`src/rtl/uart_tx_param.sv`:
```
// uart_tx_param
//
// Parametrised UART transmitter. Words come in over a valid/ready handshake,
// are queued in a small circular FIFO and are serialised LSB-first. Frame
// format (5..9 data bits, none/odd/even parity, 1 or 2 stop bits), baud rate
// and FIFO depth are fixed at elaboration time.
//
// Ports:
//   clk              system clock (CLK_FREQ Hz)
//   reset            synchronous, active-high reset
//   i_tx_data        word to send, DATA_BITS wide
//   i_tx_data_valid  word presented this cycle
//   i_tx_break       (only with UART_TX_BREAK_EN) hold the line low between frames
//   o_tx_ready       FIFO can accept a word (not full)
//   o_tx_serial      serial line, idle high
//   o_tx_busy        frame in progress or FIFO non-empty
//   o_fifo_count     number of queued words
//
// Optional feature macro: UART_TX_BREAK_EN
//   When defined, adds i_tx_break. A break is only started between frames,
//   and after it is released the line is held at mark for one full stop
//   period before the next start bit.

module uart_tx_param #(
    parameter int CLK_FREQ   = 12000000,
    parameter int BAUDRATE   = 9600,
    parameter int DATA_BITS  = 8,
    parameter int PARITY     = 0,
    parameter int STOP_BITS  = 1,
    parameter int FIFO_DEPTH = 16
) (
    input  logic                          clk,
    input  logic                          reset,
    input  logic [DATA_BITS-1:0]          i_tx_data,
    input  logic                          i_tx_data_valid,
`ifdef UART_TX_BREAK_EN
    input  logic                          i_tx_break,
`endif
    output logic                          o_tx_ready,
    output logic                          o_tx_serial,
    output logic                          o_tx_busy,
    output logic [$clog2(FIFO_DEPTH):0]   o_fifo_count
);

    localparam int CLKS_PER_BIT = CLK_FREQ / BAUDRATE;
    localparam int BAUD_W       = $clog2(CLKS_PER_BIT);
    localparam int PTR_W        = $clog2(FIFO_DEPTH);
    localparam int BIT_W        = $clog2(DATA_BITS + 1);

    localparam logic [BAUD_W-1:0] LAST_BAUD  = BAUD_W'(CLKS_PER_BIT - 1);
    localparam logic [BIT_W-1:0]  LAST_DATA  = BIT_W'(DATA_BITS - 1);
    localparam logic [BIT_W-1:0]  LAST_STOP  = BIT_W'(STOP_BITS - 1);
    localparam logic [PTR_W:0]    FULL_COUNT = (PTR_W + 1)'(FIFO_DEPTH);

    localparam logic [2:0] S_IDLE   = 3'd0;
    localparam logic [2:0] S_START  = 3'd1;
    localparam logic [2:0] S_DATA   = 3'd2;
    localparam logic [2:0] S_PARITY = 3'd3;
    localparam logic [2:0] S_STOP   = 3'd4;
    localparam logic [2:0] S_BREAK  = 3'd5;

    logic [2:0]           state;
    logic [BAUD_W-1:0]    baud_cnt;
    logic [BIT_W-1:0]     bit_idx;
    logic [DATA_BITS-1:0] shift_reg;
    logic                 parity_bit;

    logic [DATA_BITS-1:0] mem [FIFO_DEPTH];
    logic [PTR_W-1:0]     wr_ptr;
    logic [PTR_W-1:0]     rd_ptr;
    logic [PTR_W:0]       count;

    logic                 brk;
    logic                 push;
    logic                 pop;
    logic                 bit_end;
    logic [DATA_BITS-1:0] head;

`ifdef UART_TX_BREAK_EN
    assign brk = i_tx_break;
`else
    assign brk = 1'b0;
`endif

    // Ready depends only on the registered count, so a pop on the same edge
    // never frees a slot for a push while full.
    assign push    = i_tx_data_valid && (count != FULL_COUNT);
    assign bit_end = (baud_cnt == LAST_BAUD);
    assign head    = mem[rd_ptr];

    // A pop happens when the line is free: from IDLE, or on the last cycle of
    // the final stop bit so that back-to-back frames have no idle gap. A
    // pending break wins over the next pop.
    always_comb begin
        pop = 1'b0;
        if ((count != '0) && !brk) begin
            if (state == S_IDLE) begin
                pop = 1'b1;
            end else if ((state == S_STOP) && bit_end && (bit_idx == LAST_STOP)) begin
                pop = 1'b1;
            end
        end
    end

    always_ff @(posedge clk) begin
        if (push) begin
            mem[wr_ptr] <= i_tx_data;
        end
    end

    // Pointers wrap naturally because FIFO_DEPTH is a power of two.
    always_ff @(posedge clk) begin
        if (reset) begin
            wr_ptr <= '0;
            rd_ptr <= '0;
            count  <= '0;
        end else begin
            if (push) begin
                wr_ptr <= wr_ptr + 1'b1;
            end
            if (pop) begin
                rd_ptr <= rd_ptr + 1'b1;
            end
            case ({push, pop})
                2'b10:   count <= count + 1'b1;
                2'b01:   count <= count - 1'b1;
                default: count <= count;
            endcase
        end
    end

    // Frame sequencer. bit_idx counts data bits in DATA and stop bits in STOP.
    // The parity bit is computed from the whole word when it is popped.
    always_ff @(posedge clk) begin
        if (reset) begin
            state      <= S_IDLE;
            baud_cnt   <= '0;
            bit_idx    <= '0;
            shift_reg  <= '0;
            parity_bit <= 1'b0;
        end else begin
            case (state)
                S_IDLE: begin
                    baud_cnt <= '0;
                    bit_idx  <= '0;
                    if (brk) begin
                        state <= S_BREAK;
                    end else if (pop) begin
                        shift_reg  <= head;
                        parity_bit <= (PARITY == 1) ? ~(^head) : (^head);
                        state      <= S_START;
                    end
                end
                S_START: begin
                    if (bit_end) begin
                        baud_cnt <= '0;
                        state    <= S_DATA;
                    end else begin
                        baud_cnt <= baud_cnt + 1'b1;
                    end
                end
                S_DATA: begin
                    if (bit_end) begin
                        baud_cnt  <= '0;
                        shift_reg <= shift_reg >> 1;
                        if (bit_idx == LAST_DATA) begin
                            bit_idx <= '0;
                            state   <= (PARITY != 0) ? S_PARITY : S_STOP;
                        end else begin
                            bit_idx <= bit_idx + 1'b1;
                        end
                    end else begin
                        baud_cnt <= baud_cnt + 1'b1;
                    end
                end
                S_PARITY: begin
                    if (bit_end) begin
                        baud_cnt <= '0;
                        state    <= S_STOP;
                    end else begin
                        baud_cnt <= baud_cnt + 1'b1;
                    end
                end
                S_STOP: begin
                    if (bit_end) begin
                        baud_cnt <= '0;
                        if (bit_idx == LAST_STOP) begin
                            bit_idx <= '0;
                            if (brk) begin
                                state <= S_BREAK;
                            end else if (pop) begin
                                shift_reg  <= head;
                                parity_bit <= (PARITY == 1) ? ~(^head) : (^head);
                                state      <= S_START;
                            end else begin
                                state <= S_IDLE;
                            end
                        end else begin
                            bit_idx <= bit_idx + 1'b1;
                        end
                    end else begin
                        baud_cnt <= baud_cnt + 1'b1;
                    end
                end
                S_BREAK: begin
                    // Releasing the break re-enters STOP from its start, which
                    // guarantees a full stop period of mark before the next frame.
                    baud_cnt <= '0;
                    bit_idx  <= '0;
                    if (!brk) begin
                        state <= S_STOP;
                    end
                end
                default: begin
                    state    <= S_IDLE;
                    baud_cnt <= '0;
                    bit_idx  <= '0;
                end
            endcase
        end
    end

    always_comb begin
        case (state)
            S_START:  o_tx_serial = 1'b0;
            S_DATA:   o_tx_serial = shift_reg[0];
            S_PARITY: o_tx_serial = parity_bit;
            S_BREAK:  o_tx_serial = 1'b0;
            default:  o_tx_serial = 1'b1;
        endcase
    end

    assign o_tx_ready   = (count != FULL_COUNT);
    assign o_tx_busy    = (state != S_IDLE) || (count != '0);
    assign o_fifo_count = count;

endmodule

```
`config.mk`:
```
export PLATFORM = sky130hd
export DESIGN_NAME = uart_tx_param
export DESIGN_NICKNAME = d
export VERILOG_FILES = /design/src/rtl/uart_tx_param.sv
export SDC_FILE = /design/constraint.sdc
export NUM_CORES = 1
export LEC_CHECK = 0
export CAP_MARGIN = 20
export CORE_ASPECT_RATIO = 0.8
export CORE_UTILIZATION = 51
export DETAILED_ROUTE_END_ITERATION = 7
export MAX_ROUTING_LAYER = met4
export PLACE_DENSITY = 0.7
export RECOVER_POWER = 25
export SLEW_MARGIN = 5
export SYNTH_ARGS = -nofsm -noshare
export SYNTH_HDL_FRONTEND = slang
export SYNTH_SLANG_ARGS = --single-unit
```
`constraint.sdc`:
```
create_clock -name clk -period 8.8 [get_ports clk]
set_input_delay 1.32 -clock clk [delete_from_list [all_inputs] [get_ports clk]]
set_output_delay 1.32 -clock clk [all_outputs]
set_load 0.1 [all_outputs]
```
==> metrics <==
DR iter-0 viols=around 320; DR DRC count=0; Worst R2R Path Depth=11; P_int=~0.0016 W; largest stage delay on the critical path=0.62 ns; Pre-antenna DRT Iters=6; hpwl dp=roughly 8900 um; worst reg2reg setup slack=5.10 ns; Core Area=approximately 14,000 um2; Pleak=2.671 nW; WP buf/inv=2; Post-synth ARST share=0%; Worst path slowest cell=a21boi_1; Post-synth top flop=edfxtp_1; combinational share of power=29.9%; remaining global-route overflow=0; met3 WL=599 um; Setup-failing EPs final=0; Clock Sink Count=172; transition time of the tightest slew-check pin=about 1.5 ns; Final Util=59.00%; drt via density=5.722; crit path launch type=input pin; Post-Syn Instances=499; crit-path max FO=10; initial antenna violation count=0; clk slew on worst S/H paths=0.06 ns; routed length per instance=19.55 um; EDFF count, synth=approximately 130; fin crit share=48.21%; Final nets=~540; die footprint=14,590 um2; #FFs+latches synth=172; Synth warnings=0; kind of cell adding the most delay to the critical path=compound AO/OA/AOI/OAI gates; Hold Buf Count CTS=0; WL final=between 10,000 and 15,000 um; worst path cell trace=clkdlybuf4s50_1 -> a21boi_1 -> bufinv_8 -> ha_1 -> xor2_1 -> ha_1 -> or3_2 -> a21oi_1 -> a31oi_1 -> or3_1 -> a21oi_1; worst endpoint data arrival time=4.59 ns; clock share of power=between 20% and 30%; Mapped Avg Cell Area=14.42 um2; Top Metal Used=met4; Metal-1 WL=6338 um; Die H=108.3 um; clock latency on the worst-skew pair=0.44 ns; Hold Path Class=reg -> reg; fin. max-slew vios=35; post-CTS sizing=0; clock skew=0.01284 ns; Post-Syn Area=7197 um2; area grow syn2layout=11.86%; RSZ-0062 raised after global routing=false; RR Endpoint=o_fifo_count[4]$_SDFFE_PP0P_; GP Congestion=0.7727; layout cells sized above 1=13.99%; peak supply drop=158.5 uV; DR WL met2=6749 um; gr usage total=21.65%; Critical Path Sink Type=flop; Setup TNS Final=0 ns; WHS Path Cells=1; Psw=0.0007984 W; Slew headroom=-0.6216%; setup bufs post-CTS=0; initial core utilization=between 50% and 60%; Sequential Power Share=41.2%; power per cell area=approximately 300 nW/um2; H-tree Lvls=4; final hold vios=0; port buffer count=18; vias in the first global route=4,017; status=finished, violations left; Worst R2R Start=baud_cnt[3]$_SDFF_PP0_; I/O pin count=19; min-delay src=baud_cnt[0]$_SDFF_PP0_; Die X=134.8 um; post-synthesis sequential area ratio=65.65%; Required @ worst endpoint=9.15 ns; max_cap viols=1; TritonCTS clock tree=done; CTS Buffer Depth=2; root buf cell=clkbuf_16; Post-Syn Nets=around 520; CTS Buf Count=17; largest net degree at the start of global routing=35; Hold EP=baud_cnt[0]$_SDFF_PP0_; failing checks=capacitance limit, slew limit; max reg flops=128; WS Path Type=in -> reg; Net Sw Frac=33.40%; row count=38; diode count=0; Fmax achieved=~0.24 GHz; first-pass GRT wire length=21,880 um; crit path time final=4.243 ns; routed vias=4,057; antenna-violating nets left=0; count of different cell masters after synthesis=46
-- worst register-to-register path, stage by stage (launching register included) --
cell and delay [ns]:
dfxtp_1 0.36, nor3_1 0.42, a31oi_2 0.29, nor2_2 0.58
ha_1 0.50, xor2_1 0.12, ha_1 0.21, or3_2 0.41
a21oi_1 0.15, a31oi_1 0.10, or3_1 0.34, a21oi_1 0.13
-- power groups by stage --
stage          sequential, W  combinational [W]  clock (W)
2_1_floorplan        0.00104           0.000540          0
3_5_place_dp         0.00100           0.000718          0
3_3_place_gp        0.000997           0.000704          0
4_1_cts             0.000983           0.000719   0.000703
6_report            0.000984           0.000714   0.000693
5_1_grt             0.000992           0.000780   0.000737
-- placed cells by master, fill, tap and decap left out, drive strengths merged, types with 2 or more instances in the layout --
master         synthesis  layout
edfxtp               128     128
nor2                  75      75
dfxtp                 44      44
mux4                  32      32
nand2                 26      26
clkbuf                14      24
a21oi                 20      20
a22oi                 19      19
xnor2                 16      16
inv                   10      14
mux2i                 12      12
clkdlybuf4s50          0      12
ha                    11      11
xor2                  10      10
o21ai                 10      10
nand3                  9       9
nor3                   7       7
dlygate4sd3            0       6
or3                    6       6
nor2b                  5       5
clkinvlp               0       5
buf                   13       5
and3                   3       3
nor4                   3       3
nand2b                 3       3
nand4                  3       3
a31oi                  3       3
a211oi                 3       3
or4                    2       2
-- area by class of cell --
class                           count  area [um2]
Clock buffer                       22       465.4
Sequential cell                   172        4726
Timing Repair Buffer               25       224.0
Inverter                           11       55.05
Tap cell                          180       225.2
Clock inverter                     10       81.33
Multi-Input combinational cell    289        2273
Fill cell                        1024        5595
-- Yosys cell counts, types with 3 or more instances --
cell type / n / area (um2)
a22oi_1: 19 / 142.6
nor4_1: 3 / 18.77
nand2_1: 26 / 97.59
nand4_1: 3 / 18.77
dfxtp_1: 44 / 880.8
edfxtp_1: 128 / 3844
or3_1: 5 / 31.28
and3_1: 3 / 18.77
o21ai_0: 10 / 50.05
buf_1: 3 / 11.26
nor2_1: 74 / 277.8
buf_6: 4 / 45.04
clkbuf_1: 14 / 52.55
nand2b_1: 3 / 18.77
nor2b_1: 5 / 31.28
buf_2: 4 / 20.02
a21oi_1: 20 / 100.1
mux4_2: 32 / 720.7
inv_1: 10 / 37.54
xnor2_1: 16 / 140.1
ha_1: 11 / 137.6
nor3_1: 7 / 35.03
mux2i_1: 12 / 120.1
xor2_1: 10 / 87.58
nand3_1: 9 / 45.04
-- cells by family after synthesis --
| logic type | Yosys count | share of synthesized area (%) |
|---|---|---|
| xor+xnor | 26 | 3.164 |
| simple gates | 145 | 9.058 |
| compound gates | 63 | 5.772 |
| mux | 44 | 11.68 |
| buf+inv | 38 | 2.764 |
| flops | 172 | 65.65 |
| fa+ha+maj | 11 | 1.912 |
-- worst max-delay path by stage --
stage,start,end,slack (ns),cells after the start
3_3_place_gp,i_tx_data_valid,o_fifo_count[4]$_SDFFE_PP0P_,4.26,11
5_1_grt,i_tx_data_valid,o_fifo_count[4]$_SDFFE_PP0P_,4.28,11
4_1_cts,i_tx_data_valid,o_fifo_count[4]$_SDFFE_PP0P_,4.62,11
3_5_place_dp,i_tx_data_valid,o_fifo_count[4]$_SDFFE_PP0P_,4.18,11
6_report,i_tx_data_valid,o_fifo_count[4]$_SDFFE_PP0P_,4.56,11
2_1_floorplan,o_fifo_count[2]$_SDFFE_PP0P_,o_fifo_count[4]$_SDFFE_PP0P_,4.86,13
-- per-stage QoR --
| step | total power (W) | area (um2) | std cells | hold slack [ns] | worst slack, ns |
|---|---|---|---|---|---|
| global route | 0.002509 | 8050 | 709 | 0.5260 | 4.278 |
| floorplan | 0.001580 | 7197 | 499 | 0.4409 | 4.861 |
| detailed placement | 0.001718 | 7502 | 676 | 0.4681 | 4.181 |
| finish | 0.002391 | 8050 | 709 | 0.4836 | 4.557 |
| global placement | 0.001701 | 7497 | 675 | 0.4566 | 4.257 |
| CTS | 0.002405 | 8049 | 708 | 0.4832 | 4.618 |
-- metal layers --
| metal | vias up | GRT usage (%) |
|---|---|---|
| met1 | 2060 | 27.95 |
| met5 | - | - |
| met3 | 13 | 6.095 |
| met2 | 75 | 33.14 |
| met4 | 0 | 7.384 |
| li1 | 1909 | - |
Power figures use the tool's default switching activity.
